$ cat src/rtl/multicycle_control_unit_pkg.sv
// Shared definitions for the multi-cycle control unit: opcodes, FSM state encoding,
// datapath select codes and instruction field positions.
package mcu_pkg;

    localparam int OPC_W   = 5;
    localparam int OPC_MSB = 15;
    localparam int OPC_LSB = 11;
    localparam int RD_MSB  = 10;
    localparam int RD_LSB  = 8;
    localparam int RM_MSB  = 7;
    localparam int RM_LSB  = 5;
    localparam int RN_MSB  = 4;
    localparam int RN_LSB  = 2;

    localparam logic [OPC_W-1:0] OP_ADD   = 5'b00000;
    localparam logic [OPC_W-1:0] OP_SUB   = 5'b00001;
    localparam logic [OPC_W-1:0] OP_ADDI  = 5'b00010;
    localparam logic [OPC_W-1:0] OP_SUBI  = 5'b00011;
    localparam logic [OPC_W-1:0] OP_ADDI8 = 5'b00100;
    localparam logic [OPC_W-1:0] OP_ADDU8 = 5'b00101;
    localparam logic [OPC_W-1:0] OP_MOVT  = 5'b00110;
    localparam logic [OPC_W-1:0] OP_CMP   = 5'b00111;
    localparam logic [OPC_W-1:0] OP_LDR   = 5'b01000;
    localparam logic [OPC_W-1:0] OP_STR   = 5'b01001;
    localparam logic [OPC_W-1:0] OP_B     = 5'b10000;
    localparam logic [OPC_W-1:0] OP_BEQ   = 5'b10001;
    localparam logic [OPC_W-1:0] OP_BNE   = 5'b10010;
    localparam logic [OPC_W-1:0] OP_BLT   = 5'b10011;
    localparam logic [OPC_W-1:0] OP_HALT  = 5'b11111;

    typedef enum logic [2:0] {
        ST_FETCH  = 3'd0,
        ST_DECODE = 3'd1,
        ST_EXEC   = 3'd2,
        ST_MEM    = 3'd3,
        ST_WB     = 3'd4,
        ST_BRANCH = 3'd5,
        ST_HALT   = 3'd6
    } state_t;

    typedef enum logic [2:0] {
        CLS_ALU   = 3'd0,
        CLS_CMP   = 3'd1,
        CLS_MOVT  = 3'd2,
        CLS_LDR   = 3'd3,
        CLS_STR   = 3'd4,
        CLS_BR    = 3'd5,
        CLS_HALT  = 3'd6,
        CLS_UNDEF = 3'd7
    } op_class_t;

    localparam logic [1:0] WB_ALU    = 2'b00;
    localparam logic [1:0] WB_MEM    = 2'b01;
    localparam logic [1:0] WB_IMM    = 2'b10;

    localparam logic [1:0] IMM_SEXT5 = 2'b00;
    localparam logic [1:0] IMM_SEXT8 = 2'b01;
    localparam logic [1:0] IMM_ZEXT8 = 2'b10;
    localparam logic [1:0] IMM_MOVT  = 2'b11;

    localparam logic [1:0] ALUB_RF   = 2'b00;
    localparam logic [1:0] ALUB_IMM  = 2'b01;

    // Branch condition codes coincide with the low two bits of the branch opcodes.
    localparam logic [1:0] BR_ALWAYS = 2'b00;
    localparam logic [1:0] BR_EQ     = 2'b01;
    localparam logic [1:0] BR_NE     = 2'b10;
    localparam logic [1:0] BR_LT     = 2'b11;

    localparam int FLAG_N = 3;
    localparam int FLAG_Z = 2;
    localparam int FLAG_V = 1;
    localparam int FLAG_C = 0;

endpackage

$ cat src/rtl/multicycle_control_unit_instr_decoder.sv
// Combinational opcode decoder: classifies the instruction and produces the
// per-instruction datapath selects used by the sequencing FSM.
module instr_decoder
    import mcu_pkg::*;
(
    input  logic [OPC_W-1:0] opcode,
    output op_class_t        op_class,
    output logic [1:0]       imm_sel,
    output logic [1:0]       wb_sel,
    output logic [1:0]       alu_b_sel,
    output logic             alu_control,
    output logic             rm_from_rd,
    output logic             rn_from_rd,
    output logic [1:0]       br_cond
);

    always_comb begin
        op_class    = CLS_UNDEF;
        imm_sel     = IMM_SEXT5;
        wb_sel      = WB_ALU;
        alu_b_sel   = ALUB_RF;
        alu_control = 1'b0;
        rm_from_rd  = 1'b0;
        rn_from_rd  = 1'b0;
        br_cond     = opcode[1:0];
        case (opcode)
            OP_ADD:  op_class = CLS_ALU;
            OP_SUB: begin
                op_class    = CLS_ALU;
                alu_control = 1'b1;
            end
            OP_ADDI: begin
                op_class  = CLS_ALU;
                alu_b_sel = ALUB_IMM;
            end
            OP_SUBI: begin
                op_class    = CLS_ALU;
                alu_b_sel   = ALUB_IMM;
                alu_control = 1'b1;
            end
            OP_ADDI8: begin
                op_class   = CLS_ALU;
                imm_sel    = IMM_SEXT8;
                alu_b_sel  = ALUB_IMM;
                rm_from_rd = 1'b1;
            end
            OP_ADDU8: begin
                op_class   = CLS_ALU;
                imm_sel    = IMM_ZEXT8;
                alu_b_sel  = ALUB_IMM;
                rm_from_rd = 1'b1;
            end
            // MOVT merges imm8 with the low byte of Rd, so Rd is read on port A.
            OP_MOVT: begin
                op_class   = CLS_MOVT;
                imm_sel    = IMM_MOVT;
                wb_sel     = WB_IMM;
                rm_from_rd = 1'b1;
            end
            OP_CMP: begin
                op_class    = CLS_CMP;
                alu_control = 1'b1;
            end
            OP_LDR: begin
                op_class  = CLS_LDR;
                alu_b_sel = ALUB_IMM;
                wb_sel    = WB_MEM;
            end
            OP_STR: begin
                op_class   = CLS_STR;
                alu_b_sel  = ALUB_IMM;
                rn_from_rd = 1'b1;
            end
            OP_B, OP_BEQ, OP_BNE, OP_BLT: begin
                op_class = CLS_BR;
                imm_sel  = IMM_SEXT8;
            end
            OP_HALT: op_class = CLS_HALT;
            default: op_class = CLS_UNDEF;
        endcase
    end

endmodule

$ cat src/rtl/multicycle_control_unit.sv
// Multi-cycle sequencer for the 16-bit RISC datapath: one FSM step per cycle,
// all datapath controls decoded from the current state and the latched instruction.
module multicycle_control_unit
    import mcu_pkg::*;
#(
    parameter int MEM_WAIT_MAX = 15,
    parameter int WAIT_CNT_W   = 4
) (
    input  logic        clk,
    input  logic        rst,
    input  logic [15:0] Instr,
    input  logic [3:0]  NZVC,
    input  logic        Mem_Ack,
    output logic        Mem_Req,
    output logic        Mem_Write_en,
    output logic        Addr_Sel,
    output logic        IR_Write_en,
    output logic        PC_Write_en,
    output logic        PC_Sel,
    output logic        RF_Write_en,
    output logic [1:0]  WB_Sel,
    output logic [2:0]  Rd_to_RF,
    output logic [2:0]  Rm_Rd_to_RF,
    output logic [2:0]  Rn_to_RF,
    output logic [1:0]  ALU_B_Sel,
    output logic        ALU_Control,
    output logic        ALUOut_CE,
    output logic [1:0]  Imm_Sel,
    output logic        Halted
);

    localparam logic [WAIT_CNT_W-1:0] WAIT_LIMIT = WAIT_CNT_W'(MEM_WAIT_MAX - 1);

    state_t                state_q;
    logic [3:0]            flags_q;
    logic [WAIT_CNT_W-1:0] wait_cnt;

    op_class_t  op_class;
    logic [1:0] dec_imm_sel;
    logic [1:0] dec_wb_sel;
    logic [1:0] dec_alu_b_sel;
    logic       dec_alu_control;
    logic       rm_from_rd;
    logic       rn_from_rd;
    logic [1:0] br_cond;

    logic [2:0] rd_f;
    logic [2:0] rm_f;
    logic [2:0] rn_f;
    logic [2:0] rm_addr;
    logic [2:0] rn_addr;
    logic       taken;
    logic       unused_ok;

    instr_decoder u_dec (
        .opcode      (Instr[OPC_MSB:OPC_LSB]),
        .op_class    (op_class),
        .imm_sel     (dec_imm_sel),
        .wb_sel      (dec_wb_sel),
        .alu_b_sel   (dec_alu_b_sel),
        .alu_control (dec_alu_control),
        .rm_from_rd  (rm_from_rd),
        .rn_from_rd  (rn_from_rd),
        .br_cond     (br_cond)
    );

    assign rd_f    = Instr[RD_MSB:RD_LSB];
    assign rm_f    = Instr[RM_MSB:RM_LSB];
    assign rn_f    = Instr[RN_MSB:RN_LSB];
    assign rm_addr = rm_from_rd ? rd_f : rm_f;
    assign rn_addr = rn_from_rd ? rd_f : rn_f;

    // Immediate low bits and the carry flag have no role in sequencing.
    assign unused_ok = ^{Instr[RN_LSB-1:0], flags_q[FLAG_C]};

    // Branches resolve against flags captured by the last ALU/CMP, not the live ALU outputs.
    always_comb begin
        case (br_cond)
            BR_ALWAYS: taken = 1'b1;
            BR_EQ:     taken = flags_q[FLAG_Z];
            BR_NE:     taken = ~flags_q[FLAG_Z];
            BR_LT:     taken = flags_q[FLAG_N] ^ flags_q[FLAG_V];
            default:   taken = 1'b0;
        endcase
    end

    always_ff @(posedge clk) begin
        if (rst) begin
            state_q  <= ST_FETCH;
            flags_q  <= '0;
            wait_cnt <= '0;
        end else begin
            wait_cnt <= '0;
            case (state_q)
                ST_FETCH: begin
                    if (Mem_Ack) begin
                        state_q <= ST_DECODE;
                    end else if (wait_cnt == WAIT_LIMIT) begin
                        state_q <= ST_HALT;
                    end else begin
                        wait_cnt <= wait_cnt + 1'b1;
                    end
                end
                ST_DECODE: begin
                    case (op_class)
                        CLS_BR:    state_q <= ST_BRANCH;
                        CLS_HALT:  state_q <= ST_HALT;
                        CLS_UNDEF: state_q <= ST_FETCH;
                        default:   state_q <= ST_EXEC;
                    endcase
                end
                ST_EXEC: begin
                    if (op_class == CLS_ALU || op_class == CLS_CMP) begin
                        flags_q <= NZVC;
                    end
                    case (op_class)
                        CLS_ALU, CLS_MOVT: state_q <= ST_WB;
                        CLS_LDR, CLS_STR:  state_q <= ST_MEM;
                        default:           state_q <= ST_FETCH;
                    endcase
                end
                ST_MEM: begin
                    if (Mem_Ack) begin
                        if (op_class == CLS_STR) begin
                            state_q <= ST_FETCH;
                        end else begin
                            state_q <= ST_WB;
                        end
                    end else if (wait_cnt == WAIT_LIMIT) begin
                        state_q <= ST_HALT;
                    end else begin
                        wait_cnt <= wait_cnt + 1'b1;
                    end
                end
                ST_WB:     state_q <= ST_FETCH;
                ST_BRANCH: state_q <= ST_FETCH;
                ST_HALT:   state_q <= ST_HALT;
                default:   state_q <= ST_FETCH;
            endcase
        end
    end

    // Output gating on rst lets a reset abort an in-flight memory request immediately.
    always_comb begin
        Mem_Req      = 1'b0;
        Mem_Write_en = 1'b0;
        Addr_Sel     = 1'b0;
        IR_Write_en  = 1'b0;
        PC_Write_en  = 1'b0;
        PC_Sel       = 1'b0;
        RF_Write_en  = 1'b0;
        WB_Sel       = WB_ALU;
        Rd_to_RF     = 3'd0;
        Rm_Rd_to_RF  = 3'd0;
        Rn_to_RF     = 3'd0;
        ALU_B_Sel    = ALUB_RF;
        ALU_Control  = 1'b0;
        ALUOut_CE    = 1'b0;
        Imm_Sel      = IMM_SEXT5;
        Halted       = 1'b0;
        if (!rst) begin
            case (state_q)
                ST_FETCH: begin
                    Mem_Req     = 1'b1;
                    IR_Write_en = Mem_Ack;
                    PC_Write_en = Mem_Ack;
                end
                ST_DECODE: begin
                    Rm_Rd_to_RF = rm_addr;
                    Rn_to_RF    = rn_addr;
                    Imm_Sel     = dec_imm_sel;
                end
                ST_EXEC: begin
                    Rm_Rd_to_RF = rm_addr;
                    Rn_to_RF    = rn_addr;
                    Imm_Sel     = dec_imm_sel;
                    ALU_B_Sel   = dec_alu_b_sel;
                    ALU_Control = dec_alu_control;
                    ALUOut_CE   = 1'b1;
                end
                ST_MEM: begin
                    Rm_Rd_to_RF  = rm_addr;
                    Rn_to_RF     = rn_addr;
                    Imm_Sel      = dec_imm_sel;
                    Mem_Req      = 1'b1;
                    Addr_Sel     = 1'b1;
                    Mem_Write_en = (op_class == CLS_STR);
                end
                ST_WB: begin
                    Rm_Rd_to_RF = rm_addr;
                    Rn_to_RF    = rn_addr;
                    Imm_Sel     = dec_imm_sel;
                    RF_Write_en = 1'b1;
                    Rd_to_RF    = rd_f;
                    WB_Sel      = dec_wb_sel;
                end
                ST_BRANCH: begin
                    Imm_Sel     = IMM_SEXT8;
                    PC_Write_en = taken;
                    PC_Sel      = taken;
                end
                ST_HALT: Halted = 1'b1;
                default: ;
            endcase
        end
    end

endmodule
$ cat config.mk
export PLATFORM = sky130hd
export DESIGN_NAME = multicycle_control_unit
export DESIGN_NICKNAME = d
export VERILOG_FILES = /design/src/rtl/multicycle_control_unit_pkg.sv /design/src/rtl/multicycle_control_unit_instr_decoder.sv /design/src/rtl/multicycle_control_unit.sv
export SDC_FILE = /design/constraint.sdc
export NUM_CORES = 1
export LEC_CHECK = 0
export CELL_PAD_IN_SITES_DETAIL_PLACEMENT = 0
export CELL_PAD_IN_SITES_GLOBAL_PLACEMENT = 1
export CORE_ASPECT_RATIO = 0.5
export CORE_MARGIN = 3
export CORE_UTILIZATION = 28
export DETAILED_ROUTE_END_ITERATION = 7
export MAX_ROUTING_LAYER = met4
export PLACE_DENSITY_LB_ADDON = 0.1
export SYNTH_ARGS = -nofsm -noshare
export SYNTH_HDL_FRONTEND = slang
export SYNTH_SLANG_ARGS = --single-unit
$ cat constraint.sdc
create_clock -name clk -period 2.59 [get_ports clk]
set_input_delay 0.259 -clock clk [delete_from_list [all_inputs] [get_ports clk]]
set_output_delay 0.259 -clock clk [all_outputs]
set_load 0.01 [all_outputs]
==> results.yml, run 1 <==
status:
  status: "finished clean"
global_route:
  grt_pass1_vias: 904
  antenna_found_initial: 0
  grt.overflow.total: 0
  grtUsageTotal: 0.133
  grt_max_degree: 12
  grt_pass1_wl_um: 4220
critical_path:
  cp-start-kind: "register"
  arrival_ns: 2.12
  cp-end-kind: "output pin"
  crit_required_ns: 2.33
  critPathMaxFanout: 11
  critPathKind: "register to output pin"
routing:
  drc_errors: 0
  routed-via-count: 1044
  drt_iter0_drc: 43
  ant_nets: 0
  via_per_inst: 4.88
  wirelength_um: 2740
  wl_per_cell_um: 12.8
  dr.pass1.iters: 4
place:
  hpwl_um: 2300
  place_area_um2: 1480
  gp_congestion: 0.760
  portBuffers: 43
floorplanning:
  core_area_um2: 3150
  fp.dieW_um: 89.4
  die_y_um: 47.7
  ioPinCount: 48
  die-area_um2: 4260
  start_util: 0.309
  num_rows: 14
timing:
  max_freq_mhz: 421
  period_needed_ns: 2.38
  timing_hold_violations_final: 0
  fin_worst_skew_ns: 0.00318
  finalSetupViolCount: 0
  rsz0062_at_grt: "no"
  fin_crit_sh: 0.918
  slew_viol_final: 0
  tns_ns: 0
job:
  cap_violations: 0
clock_tree:
  clkTransAtPathRegs_ns: 0.05
  cts_buffer_depth: 2
  cts_sinks: 10
  htreeDepth: 1
  worstSkewPairLatency_ns: 0.23
  cts_buffers: 3
  root_buffer: "clkbuf_8"
  cts-resized-gates: 0
  cts_tree: "built"
  post_cts_buffers: 0
  cts_hold_buf: 0
pwr:
  ir_drop_mv: 0.319
  cellLeakagePower_uw: 0.000637
  pwr_density_cell_nw_per_um2: 335
synth:
  synth_cell_types: 40
  ys_seq_area_frac: 0.206
  async_reset_ff_frac: 0
  yosysWarnings: 0
  post-synth-top-area-cell: "dfxtp_1"
  syn_area_um2: 973
  ys_seq_elements: 10
  syn_inst: 125
  yosys.area.top_type_share: 0.206
  synth_nets: 150
  synth_edf_count: 0
  synth_area_leaders: "dfxtp_1 21%, nor2_1 7.3%, mux2i_1 7.2%"
  synth_ff_type: "dfxtp_1"
  syn_area_per_cell_um2: 7.79
cells_and_area:
  design_area_um2: 1540
  diodes: 0
  n_fill_cell: 316
  nNetsFinal: 200
  areaGrowthSynthToFinish_pct: 58.1
  drive_gt1_frac: 0.138
worst_hold_path:
  worstHoldPathType: "register to register"
[logic make-up (layout without fill, tap and decap cells)]
| logic type | count (synthesis) | in the layout | synth area share |
|---|---|---|---|
| compound gates | 20 | 20 | 0.163 |
| xor+xnor | 6 | 6 | 0.0540 |
| fa+ha+maj | 2 | 2 | 0.0257 |
| buf+inv | 15 | 64 | 0.0848 |
| flops | 10 | 10 | 0.206 |
| mux | 8 | 8 | 0.0951 |
| other cells | 1 | 1 | 0.00385 |
| simple gates | 63 | 63 | 0.368 |
[cell usage after synthesis, types with 2 or more instances]
| cell | instances |
|---|---|
| buf_6 | 2 |
| nand2_1 | 7 |
| nand2b_1 | 4 |
| nor4b_1 | 3 |
| xnor2_1 | 4 |
| nor2_1 | 19 |
| clkbuf_1 | 2 |
| dfxtp_1 | 10 |
| and2_1 | 4 |
| mux2i_1 | 7 |
| buf_2 | 6 |
| nor3_1 | 6 |
| ha_1 | 2 |
| nand3_1 | 6 |
| xor2_1 | 2 |
| and3_1 | 3 |
| nor3_2 | 2 |
| inv_1 | 4 |
| nor2b_1 | 2 |
| o21ai_0 | 3 |
| a21oi_1 | 7 |
| nor3b_1 | 2 |
[metal layers]
metal  global-route usage  wire [µm]  vias up
met5                    -          0        -
met4               0.0356          6        0
met3               0.0258        239        2
met2                0.186       1100       43
met1                0.193       1400      461
li1                     -          -      538
[registers in the layout (all words and copies together) (netlist names)]
| register | flops |
|---|---|
| wait_cnt | 4 |
| state_q | 3 |
| flags_q | 3 |
[critical path, cell delays in order, from the launching register on]
cell and delay, ns:
dfxtp_1 0.53, nor2_1 0.13, xnor2_1 0.15, nand2b_1 0.20, o32ai_1 0.30, clkdlybuf4s50_1 0.58
[final cells by class]
cell class                      instances  area [µm²]  share of cell area
Timing Repair Buffer                   56         528               0.343
Sequential cell                        10         200               0.130
Clock buffer                            4        55.1              0.0358
Inverter                                4        15.0             0.00976
Tap cell                               40        50.0              0.0325
Multi-Input combinational cell        100         691               0.449
[power by group]
part	internal, µW	leakage (µW)	switching (µW)	total, µW
Combinational	86.2	0.000527	72.0	158
Clock	133	0.0000288	57.5	191
Sequential	159	0.0000812	7.65	167
Total	379	0.000637	137	516
[cells in the final DEF, fill, tap and decap left out, types with 2 or more instances in the layout]
master,n
a21oi_1,7
inv_1,4
mux2i_1,7
and2_1,4
clkdlybuf4s50_1,43
nand2_1,7
nor2b_1,2
nor3b_1,2
xor2_1,2
o21ai_0,3
and3_1,3
dfxtp_1,10
xnor2_1,4
buf_4,13
clkbuf_8,4
nand2b_1,4
nor4b_1,3
nand3_1,6
ha_1,2
nor2_1,19
nor3_2,2
nor3_1,6
[through the flow]
step / setup slack [ns] / total power [µW] / utilization / std cells / hold WS [ns]
6_report: 0.213 / 516 / 0.488 / 214 / 0.467
5_1_grt: 0.0179 / 545 / 0.488 / 214 / 0.491
4_1_cts: 0.160 / 526 / 0.488 / 214 / 0.470
3_5_place_dp: 0.215 / 329 / 0.471 / 210 / 0.458
3_3_place_gp: 0.242 / 329 / 0.471 / 210 / 0.450
2_1_floorplan: 0.970 / 253 / - / 125 / 0.403
[worst paths after layout]
check	startpoint	endpoint	slack (ns)	depth (start not counted)
max	state_q[0]$_SDFF_PP0_	Imm_Sel[0]	0.21	5
min	wait_cnt[0]$_SDFF_PP0_	wait_cnt[0]$_SDFF_PP0_	0.47	1
min reg2reg	wait_cnt[0]$_SDFF_PP0_	wait_cnt[0]$_SDFF_PP0_	0.47	1
max reg2reg	wait_cnt[0]$_SDFF_PP0_	state_q[0]$_SDFF_PP0_	1.02	6
No activity file was read; power rests on OpenSTA's default activity.
==> inputs of run 2 (changes only) <==
--- a/config.mk
+++ b/config.mk
@@ -8,7 +8,6 @@
 export CELL_PAD_IN_SITES_DETAIL_PLACEMENT = 0
 export CELL_PAD_IN_SITES_GLOBAL_PLACEMENT = 1
 export CORE_ASPECT_RATIO = 0.5
-export CORE_MARGIN = 3
 export CORE_UTILIZATION = 28
 export DETAILED_ROUTE_END_ITERATION = 7
 export MAX_ROUTING_LAYER = met4
==> run 2 against run 1 <==
Against the previous run:
- die area down 12%
- critical path type is now primary input to output pin
- clock skew fell by 0.0018 ns
- first-iteration DRC count grew 120%
- non-clock buffer count fell by 1
- fmax hardly changed
- worst hold slack lost 0.0067 ns
- global-route usage rose by 3.0 points
==> results.yml, run 2 (synthesis gave the netlist of run 1 again) <==
critical_path:
  crit_path_end: "Rn_to_RF[1]"
  crit_required_ns: 2.33
  path_depth: 5
  cp_slowest_cell: "clkdlybuf4s50_1"
  worstSetupStartpoint: "Instr[12]"
  rr_endpoint: "state_q[0]$_SDFF_PP0_"
  r2r_setup_slack_ns: 1.01
  cp_common_cell: "clkdlybuf4s50_1"
  critPathMaxFanout: 6
  rr_worst_depth: 6
  arrival_ns: 2.12
  critPathKind: "primary input to output pin"
  r2r_start: "wait_cnt[0]$_SDFF_PP0_"
  crit_path_max_incr_delay_ns: 0.57
  crit_buf_inv: 2
  cp-start-kind: "primary input"
  cp-end-kind: "output pin"
  crit_family: "buffers and inverters"
  path_cells: "clkdlybuf4s50_1 -> nor4b_4 -> nand3_1 -> a21oi_1 -> clkdlybuf4s50_1"
place:
  portBuffers: 43
  hpwl_um: 2220
  gp_congestion: 0.882
worst_hold_path:
  worstHoldPathType: "register to register"
global_route:
  grt.overflow.total: 0
  grtUsageTotal: 0.163
  antenna_found_initial: 0
  grt_max_degree: 12
  grt_pass1_wl_um: 4600
  grt_pass1_vias: 984
floorplanning:
  num_rows: 14
  fp.dieW_um: 85.4
  core_area_um2: 3150
  start_util: 0.309
  die-area_um2: 3730
  ioPinCount: 48
  die_y_um: 43.7
timing:
  tns_ns: 0
  period_needed_ns: 2.38
  rsz0062_at_grt: "no"
  slew_viol_final: 0
  timing_hold_violations_final: 0
  finalSetupViolCount: 0
  fin_crit_sh: 0.919
  fin_worst_skew_ns: 0.00136
  max_freq_mhz: 420
clock_tree:
  htreeDepth: 1
  post_cts_buffers: 0
  cts_sinks: 10
  cts_buffers: 3
  cts_tree: "built"
  worstSkewPairLatency_ns: 0.23
  clkTransAtPathRegs_ns: 0.04
  root_buffer: "clkbuf_8"
  cts_buffer_depth: 2
cells_and_area:
  diodes: 0
  regArea_um2: 201
  areaGrowthSynthToFinish_pct: 56.0
  drive_gt1_frac: 0.134
  multi_input_area_um2: 691
  utilization: 0.482
  top_register: "wait_cnt"
  top_regs: "wait_cnt: 4 flops, flags_q: 3 flops, state_q: 3 flops"
  layout_commonest_cell: "clkdlybuf4s50_1"
  n_fill_cell: 312
  final_cell_mix: "43 x clkdlybuf4s50_1, 19 x nor2_1, 12 x buf_4"
  largest_reg_flops: 4
  nNetsFinal: 199
pwr:
  pwr-share-comb: 0.328
  netSwitchingPower_uw: 136
  pwr_density_cell_nw_per_um2: 318
  p_seq_frac: 0.347
  cellLeakagePower_uw: 0.000625
  p_clk_frac: 0.325
  ir_drop_mv: 0.409
  internal_power_uw: 346
  p_sw_frac: 0.282
routing:
  routed-via-count: 1051
  drt_iter0_drc: 94
  wirelength_um: 2740
  drc_errors: 0
  ant_nets: 0
  wl_per_cell_um: 12.9
  dr.pass1.iters: 4
  via_per_inst: 4.96
status:
  status: "finished clean"
job:
  cap_violations: 0
## run 2: layout make-up
cell class / instances / area share
clock buffers: 3 / 0.0272
flip-flops and latches: 10 / 0.133
well taps: 40 / 0.0329
multi-input cells: 100 / 0.455
repair buffers: 55 / 0.343
inverters: 4 / 0.00988
## run 2: what timing repair did
action	CTS	global route
hold buffers	0	0
gates resized for setup	0	1
endpoints found under the setup margin	0	1
## run 2: power by group through the flow
stage | sequential, µW | clock, µW | combinational, µW
2_1_floorplan | 165 | 0 | 88.0
3_3_place_gp | 170 | 0 | 158
3_5_place_dp | 170 | 0 | 158
4_1_cts | 167 | 163 | 159
5_1_grt | 168 | 171 | 173
6_report | 167 | 157 | 158
## run 2: per-stage QoR
stage          std cells  area (µm²)  hold slack, ns  setup WS (ns)  total power [µW]
5_1_grt              212        1520           0.481         0.0357               512
3_5_place_dp         209        1480           0.457          0.210               328
2_1_floorplan        125         973           0.403          0.970               253
4_1_cts              212        1520           0.468          0.106               489
3_3_place_gp         209        1480           0.448          0.181               328
6_report             212        1520           0.461          0.211               483
## run 2: metal layers
| metal | vias up | part of all wire | global-route usage |
|---|---|---|---|
| met1 | 479 | 0.52 | 0.226 |
| met2 | 35 | 0.40 | 0.239 |
| met3 | 0 | 0.078 | 0.0457 |
| met4 | 0 | 0 | 0.0300 |
| met5 | - | 0 | - |
| li1 | 537 | - | - |
## run 2: worst min-delay path by stage
stage / start / endpoint / slack, ns / cells past startpoint
2_1_floorplan: NZVC[1] / flags_q[1]$_SDFFE_PP0P_ / 0.40 / 2
3_3_place_gp: wait_cnt[0]$_SDFF_PP0_ / wait_cnt[0]$_SDFF_PP0_ / 0.45 / 1
3_5_place_dp: wait_cnt[0]$_SDFF_PP0_ / wait_cnt[0]$_SDFF_PP0_ / 0.46 / 1
4_1_cts: wait_cnt[0]$_SDFF_PP0_ / wait_cnt[0]$_SDFF_PP0_ / 0.47 / 1
5_1_grt: wait_cnt[0]$_SDFF_PP0_ / wait_cnt[0]$_SDFF_PP0_ / 0.48 / 1
6_report: wait_cnt[0]$_SDFF_PP0_ / wait_cnt[0]$_SDFF_PP0_ / 0.46 / 1
## run 2: worst register-to-register path: cells and delay by family (launching register included)
kind                     cells  cell delay [ns]
adder cells (fa/ha/maj)      1             0.13
buffers and inverters        1             0.06
flip-flops                   1             0.33
multiplexers                 1             0.48
AND/OR/NAND/NOR              3             0.48
